===== src/rtl/brick_field.sv =====
// brick_field: ROWS x COLS brick grid with hit-resolution FSM, score/remaining tracking and key-triggered refill.
// Define BRICK_FIELD_MULTI_HP_EN to give each row its own initial hit points; otherwise every brick has HP 1.
module brick_field #(
    parameter int ROWS         = 4,
    parameter int COLS         = 8,
    parameter int ORIGIN_X     = 0,
    parameter int ORIGIN_Y     = 32,
    parameter int BRICK_W_LOG2 = 6,
    parameter int BRICK_H_LOG2 = 4,
    parameter int HP_W         = 2
) (
    input  logic                             frame_clk,
    input  logic                             Reset,
    input  logic [15:0]                      keycode,
    input  logic [9:0]                       BallX,
    input  logic [9:0]                       BallY,
    input  logic                             Hit_Req,
    output logic                             Busy,
    output logic                             Hit_Done,
    output logic                             Hit_Valid,
    output logic [$clog2(ROWS)-1:0]          HitRow,
    output logic [$clog2(COLS)-1:0]          HitCol,
    output logic                             Brick_Broke,
    input  logic [9:0]                       DrawX,
    input  logic [9:0]                       DrawY,
    output logic                             Is_Brick,
    output logic [HP_W-1:0]                  Brick_HP,
    output logic [$clog2(ROWS*COLS+1)-1:0]   Bricks_Left,
    output logic [15:0]                      Score,
    output logic                             Field_Clear
);
    localparam int RW  = $clog2(ROWS);
    localparam int CW  = $clog2(COLS);
    localparam int NB  = ROWS * COLS;
    localparam int BLW = $clog2(NB + 1);
    localparam int IW  = (NB > 1) ? $clog2(NB) : 1;
`ifdef BRICK_FIELD_MULTI_HP_EN
    localparam int HS_W = HP_W;
`else
    localparam int HS_W = 1;
`endif
    localparam logic [10:0]    COLS_L = 11'(COLS);
    localparam logic [10:0]    ROWS_L = 11'(ROWS);
    localparam logic [BLW-1:0] NB_L   = BLW'(NB);
    localparam logic [IW-1:0]  LAST_I = IW'(NB - 1);

    typedef enum logic [2:0] {IDLE, LOOKUP, UPDATE, DONE, REFILL} state_t;
    typedef struct packed {
        logic          in_f;
        logic [RW-1:0] row;
        logic [CW-1:0] col;
    } loc_t;

    function automatic logic [HS_W-1:0] init_hp(input int r);
`ifdef BRICK_FIELD_MULTI_HP_EN
        int h;
        int m;
        h = ROWS - r;
        m = (1 << HP_W) - 1;
        return HS_W'((h < m) ? h : m);
`else
        return HS_W'(r >= 0);
`endif
    endfunction

    function automatic logic [15:0] sat_inc(input logic [15:0] s);
        return (s == 16'hFFFF) ? s : s + 16'd1;
    endfunction

    // Signed offsets catch coordinates left of / above the grid origin.
    function automatic loc_t locate(input logic [9:0] x, input logic [9:0] y);
        logic signed [10:0] dx;
        logic signed [10:0] dy;
        logic [10:0]        cf;
        logic [10:0]        rf;
        loc_t               l;
        dx     = $signed({1'b0, x}) - $signed(11'(ORIGIN_X));
        dy     = $signed({1'b0, y}) - $signed(11'(ORIGIN_Y));
        cf     = $unsigned(dx) >> BRICK_W_LOG2;
        rf     = $unsigned(dy) >> BRICK_H_LOG2;
        l.in_f = (dx >= 0) && (dy >= 0) && (cf < COLS_L) && (rf < ROWS_L);
        l.row  = rf[RW-1:0];
        l.col  = cf[CW-1:0];
        return l;
    endfunction

    function automatic logic [IW-1:0] idx_of(input loc_t l);
        return IW'(int'(l.row) * COLS + int'(l.col));
    endfunction

    state_t          state_q, state_d;
    logic [9:0]      bx_q, by_q;
    loc_t            loc_q;
    logic [IW-1:0]   idx_q;
    logic [HS_W-1:0] hp_q [NB];
    logic [BLW-1:0]  left_q;
    logic [15:0]     score_q;
    logic            key_q, pend_q, pend_d;
    logic            valid_q, broke_q;
    logic [RW-1:0]   row_q;
    logic [CW-1:0]   col_q;

    logic            key_match, key_rise, refill_last;
    logic [IW-1:0]   cur_idx;
    logic [HS_W-1:0] cur_hp, pix_hp;
    logic            strike, breaks;
    loc_t            pix;
    logic            unused_key;

    assign unused_key  = ^keycode[15:8];
    assign key_match   = (keycode[7:0] == 8'h15);
    assign key_rise    = key_match && !key_q;
    assign refill_last = (state_q == REFILL) && (idx_q == LAST_I);
    assign pend_d      = key_rise ? 1'b1 : (refill_last ? 1'b0 : pend_q);

    assign cur_idx = idx_of(loc_q);
    assign cur_hp  = hp_q[cur_idx];
    assign strike  = loc_q.in_f && (cur_hp != '0);
    assign breaks  = strike && (cur_hp == HS_W'(1));

    always_ff @(posedge frame_clk or posedge Reset) begin
        if (Reset) begin
            state_q <= IDLE;
            key_q   <= 1'b0;
            pend_q  <= 1'b0;
        end else begin
            state_q <= state_d;
            key_q   <= key_match;
            pend_q  <= pend_d;
        end
    end

    // A pending refill beats a simultaneous hit request, which is then dropped.
    always_comb begin
        state_d = state_q;
        case (state_q)
            IDLE:    if (pend_q) state_d = REFILL;
                     else if (Hit_Req) state_d = LOOKUP;
            LOOKUP:  state_d = UPDATE;
            UPDATE:  state_d = DONE;
            DONE:    state_d = IDLE;
            REFILL:  if (refill_last) state_d = IDLE;
            default: state_d = IDLE;
        endcase
    end

    always_comb begin
        Busy     = (state_q != IDLE);
        Hit_Done = (state_q == DONE);
    end

    always_ff @(posedge frame_clk or posedge Reset) begin
        if (Reset) begin
            bx_q    <= '0;
            by_q    <= '0;
            loc_q   <= '0;
            idx_q   <= '0;
            left_q  <= NB_L;
            score_q <= '0;
            valid_q <= 1'b0;
            broke_q <= 1'b0;
            row_q   <= '0;
            col_q   <= '0;
            for (int i = 0; i < NB; i++) hp_q[i] <= init_hp(i / COLS);
        end else begin
            case (state_q)
                IDLE: begin
                    idx_q <= '0;
                    if (!pend_q && Hit_Req) begin
                        bx_q <= BallX;
                        by_q <= BallY;
                    end
                end
                LOOKUP: loc_q <= locate(bx_q, by_q);
                UPDATE: begin
                    valid_q <= strike;
                    broke_q <= breaks;
                    row_q   <= loc_q.row;
                    col_q   <= loc_q.col;
                    if (strike) hp_q[cur_idx] <= cur_hp - HS_W'(1);
                    if (breaks) begin
                        left_q  <= left_q - BLW'(1);
                        score_q <= sat_inc(score_q);
                    end
                end
                REFILL: begin
                    hp_q[idx_q] <= init_hp(int'(idx_q) / COLS);
                    idx_q       <= idx_q + IW'(1);
                    if (refill_last) left_q <= NB_L;
                end
                default: ;
            endcase
        end
    end

    // Pixel query path: purely combinational, zero when outside the grid.
    assign pix    = locate(DrawX, DrawY);
    assign pix_hp = pix.in_f ? hp_q[idx_of(pix)] : '0;

    assign Is_Brick    = (pix_hp != '0);
    assign Brick_HP    = HP_W'(pix_hp);
    assign Hit_Valid   = valid_q;
    assign Brick_Broke = broke_q;
    assign HitRow      = row_q;
    assign HitCol      = col_q;
    assign Bricks_Left = left_q;
    assign Score       = score_q;
    assign Field_Clear = (left_q == '0) && !Busy;
endmodule


===== config.mk =====
export PLATFORM = sky130hd
export DESIGN_NAME = brick_field
export DESIGN_NICKNAME = d
export VERILOG_FILES = /design/src/rtl/brick_field.sv
export SDC_FILE = /design/constraint.sdc
export NUM_CORES = 1
export LEC_CHECK = 0
export BUFFER_PORTS_ARGS = -buffer_cell sky130_fd_sc_hd__clkbuf_2
export CORE_MARGIN = 4
export CORE_UTILIZATION = 35
export CTS_BUF_LIST = sky130_fd_sc_hd__clkbuf_8
export CTS_CLUSTER_DIAMETER = 200
export DETAILED_ROUTE_END_ITERATION = 7
export GPL_TIMING_DRIVEN = 0
export PLACE_DENSITY = 0.53
export SLEW_MARGIN = 20
export SYNTH_ARGS = -nofsm -noshare
export SYNTH_HDL_FRONTEND = slang
export SYNTH_SLANG_ARGS = --single-unit

===== constraint.sdc =====
create_clock -name frame_clk -period 4.53 [get_ports frame_clk]
set_clock_uncertainty 0.2 [all_clocks]
set_input_delay 0.6795 -clock frame_clk [delete_from_list [all_inputs] [get_ports frame_clk]]
set_output_delay 0.6795 -clock frame_clk [all_outputs]
set_load 0.02 [all_outputs]

Word-level counts from Yosys, hierarchy flattened --
Index checks and enable logic that the tools add are counted.
Word-level totals: register bits 97, input bits 59, output and inout bits 35
Cells by class: $add $sub $neg 8, magnitude comparators 14, equality and inequality tests 11, muxes and demuxes 25, bitwise logic cells 4, reduce and logical (&&, ||, !) cells 28
Operator list (count):
- $bwmux W32 | 2
- $pmux W32 S2 | 1
- $mux W32 | 1
- $ge A11 B1 Y1 const B | 2
- $sub A10 B6 Y11 const B | 2
- $ge A10 B1 Y1 const B | 2
- $ge A6 B6 Y1 const B | 3
- $not A5 Y6 | 3
- $add A16 B1 Y16 const B | 1
- $eq A16 B16 Y1 const B | 1
- $logic_and A1 B1 Y1 | 14
- $lt A7 B3 Y1 const B | 2
- $lt A6 B1 Y1 const B | 2
- $mux W6 | 2
- $pmux W3 S4 | 1
- $pmux W6 S2 | 1
- $add A5 B3 Y5 | 2
- $bmux W1 S5 | 2
- $demux W1 S5 | 2
- $pmux W5 S2 | 1
- $mux W1 | 9
- $mux W3 | 3
- $eq A8 B5 Y1 const B | 1
- $lt A4 B4 Y1 const B | 2
- 18 further kinds | 28

Logic depth before layout (Yosys ltp) --
depth after elaboration 9, gate-level depth with buffers 9, depth with buffers taken out 6

Least setup slack after synthesis --
No wires, ideal clock.
kind input to output, from input DrawX[6], to output Brick_HP[0], arrival time 2.544 ns, slack 1.106 ns, cell stages on the path 6, path buffers 2, path through clkbuf_1 > mux4_2 > mux4_2 > nand2_1 > a21oi_1 > buf_4
On the way: cells in the longest elaborated chain, start to end 6
Ends and longest elaborated chain:
- start: declaration | line 24 | input logic [9:0] DrawX,
- $add A5 B3 Y5 | line 88 | return IW'(int'(l.row) * COLS + int'(l.col));
- $not A5 Y6 (implied by the code) | line 198 | assign pix_hp = pix.in_f ? hp_q[idx_of(pix)] : '0;
- $bmux W1 S5 | line 198
- $mux W1 (implied by the code) (2 in series) | line 198
- $mux W1 (*) | line 198
- end: declaration | line 27 | output logic [HP_W-1:0] Brick_HP,
Mark *: on every way between the ends. The rest lies on a longest branch, timed or not. The select of a mux whose other input is x is not followed.

Worst setup path after layout --
Same ends and word-level chain as after synthesis.

==> results.cfg <==
[die]
rows = 42
die_area_sq_mm = 0.01560
die_y_um = 124.9
die_w_um = 124.9
pin_count = 94
initial_core_util_pct = 35.97
coreArea_sq_mm = 0.01330

[global_routing]
antenna_found_initial = 0
grt.overflow.total = 0
track_usage_pct = 16.74
grt_pass1_vias = 3859
grt_pass1_wl_um = 20800
grt_start_max_net_pins = 51

[power_and_ir_drop]
pwr_density_cell_mw_per_mm2 = 475.2
irDropWorstVdd_mv = 0.3092
power_uw = 2639
p_leak_uw = 0.002415

[clocking]
htreeDepth = 3
clkSinkCount = 87
cts_buffers = 9
cts_tree = done
cts-root-buf = clkbuf_8
post_cts_buffers = 0
clk_pin_slew_ns = 0.08
clkLatencyLatePin_ns = 0.38
cts_resized = 0
clockBufferDepth = 2
cts_hold_buf = 0

[synthesis]
synthTopCellsByArea = dfrtp_1, dfstp_2, mux4_2, a21oi_1, mux2_2
yosys_register_bits = 87
synthCells = 445
async_reset_ff_share_pct = 100.0
netlist_area_sq_mm = 0.004782
synth.yosys.warnings = 0
ys.flop_type = dfrtp_1
syn_avg_cell_area_sq_um = 10.75
synth_nets = 513
seq_area_frac_synth_pct = 46.39
synth.largest_area_cell = dfrtp_1
ys_types = 56
synth_edf_count = 0
synth_top_cell_area_share_pct = 28.26

[critical_path]
r2r_slack_ns = 1.63
r2r_start = loc_q[4]$_DFFE_PP0P_
reg2reg_depth = 7
cpLargestDelayFamily = multiplexers
cp_slowest_stage_delay_ns = 0.62
critical_path_buf_inv_count = 3
crit_path_max_fanout = 8
cp_common_cell = mux4_2
critPathSlowestCell = mux4_2
cp-end-kind = output pin
r2r-end = hp_q[2]$_DFFE_PP1P_
criticalPathCategory = in -> out
required_ns = 3.65
arrival_ns = 2.74
critPathLaunchType = input port
crit_chain = clkbuf_1 > mux4_2 > mux4_2 > nand2_1 > a21oi_1 > buf_4 > clkbuf_2

[sta]
worst-slew-pin-transition_ns = 0.8034
rsz0062_at_grt = no
max_freq_ghz = 0.2766
fin_tns_setup_ns = 0
max-slew-margin-rel_pct = 46.24
fin_crit_ns = 3.615
report.final.slew_viol_count = 0
finalHoldViolCount = 0
setup_viol = 0
fin_crit_sh_pct = 79.81

[routing]
via_count = 3777
drtIter0Drc = 319
drtAntennaViolNets = 0
vias_per_cell = 5.396
drc = 0
wl_per_cell_um = 18.06
routed_wl_um = 12650
first_pass_iters = 5

[run_status]
status = completed

[min_path]
hp-class = in -> async

[flow_run]
drv_cap = 0

[final_layout]
syn_to_final_growth_pct = 16.14
drive_gt1_share_pct = 32.25
fin_nets = 587
final_core_util_pct = 41.77
num_antenna_cells = 0

[placed_design]
dp_hpwl_um = 8915
port_buffers = 62
globalplace.congestion = 0.8855
layout by cell type (no fill, tap or decap), types with 4 or more instances in the layout:
cell type / count
mux2i_1: 12
and3_1: 12
clkbuf_8: 10
dfstp_2: 33
mux2_2: 18
nand3_1: 11
nand2_1: 44
ha_1: 9
a41oi_1: 5
a21oi_1: 44
a41oi_2: 4
nand4_1: 9
clkbuf_1: 14
dfrtp_1: 54
nor3b_1: 5
clkbuf_2: 62
nor2b_1: 7
nand2b_1: 5
mux4_2: 13
buf_1: 4
nor2_1: 23
a31oi_1: 17
buf_2: 5
xnor2_1: 16
nor3_1: 12
and3b_1: 4
inv_1: 13
state kept, by name, indices dropped and copies added, names as in the netlist:
name / flops
hp_q: 32
Score: 16
Bricks_Left: 6
by_q: 6
loc_q: 6
idx_q: 5
bx_q: 4
HitCol: 3
state_q: 3
HitRow: 2
Brick_Broke: 1
Hit_Valid: 1
key_q: 1
pend_q: 1
synthesized netlist by cell type (all sizes together) (11+ instances only):
library cell,n
buf,14
dfrtp,54
a21oi,44
xnor2,16
mux2,19
nor2,24
mux4,13
nor3,12
mux2i,12
inv,14
nand2,44
clkbuf,14
dfstp,33
and3,12
nand3,11
a31oi,17
report_power, final:
| part | switching [uW] | leakage (uW) | internal (uW) | total [uW] |
|---|---|---|---|---|
| registers | 111 | 0.00105 | 928 | 1040 |
| clock network | 299 | 0.000103 | 273 | 572 |
| logic | 641 | 0.00127 | 387 | 1030 |
cells by family after synthesis:
| logic type | after synthesis | share of synthesized area (%) |
|---|---|---|
| flip-flops | 87 | 46.39 |
| buffers and inverters | 42 | 4.055 |
| AO/OA/AOI/OAI | 91 | 13.37 |
| XOR/XNOR | 17 | 3.113 |
| AND/OR/NAND/NOR | 154 | 17.53 |
| multiplexers | 44 | 13.11 |
| other | 1 | 0.07842 |
| adder cells (fa/ha/maj) | 9 | 2.355 |
through the flow:
stage	hold WS, ns	cells	worst slack (ns)	instance area (sq um)
2_1_floorplan	0.2561	445	1.106	4782
3_3_place_gp	0.2610	683	0.2823	5313
3_5_place_dp	0.2627	684	0.8548	5343
4_1_cts	0.1338	700	0.8522	5549
5_1_grt	0.1632	700	0.7525	5554
6_report	0.1262	700	0.9146	5554
area by class of cell:
cell class                 count  area [sq um]
fill                        1307          7741
multi-input combinational    316          2375
sequential                    87          2218
timing repair buffer          63         337.8
tap                          176         220.2
buffer                        28         141.4
clock buffer                  10         137.6
clock inverter                 6         68.82
inverter                      14         55.05
per-layer routing:
metal / GRT usage (%) / routed length (um) / share of wire [%] / up-vias
met3: 4.288 / 840 / 6.6 / 21
li1: - / - / - / 1768
met2: 24.81 / 5663 / 45 / 139
met4: 6.186 / 245 / 1.9 / 0
met1: 23.62 / 5895 / 47 / 1849
met5: 0 / 0 / 0 / -
worst max-delay path by stage:
stage / startpoint / to / slack (ns) / depth (start not counted)
finish: DrawX[6] / Brick_HP[0] / 0.91 / 7
CTS: DrawX[6] / Brick_HP[0] / 0.85 / 7
global route: DrawX[6] / Brick_HP[0] / 0.75 / 7
global placement: Reset / by_q[6]$_DFFE_PP0P_ / 0.28 / 2
floorplan: DrawX[6] / Brick_HP[0] / 1.11 / 6
detailed placement: DrawX[6] / Brick_HP[0] / 0.85 / 7
(Power assumes the default switching activity.)
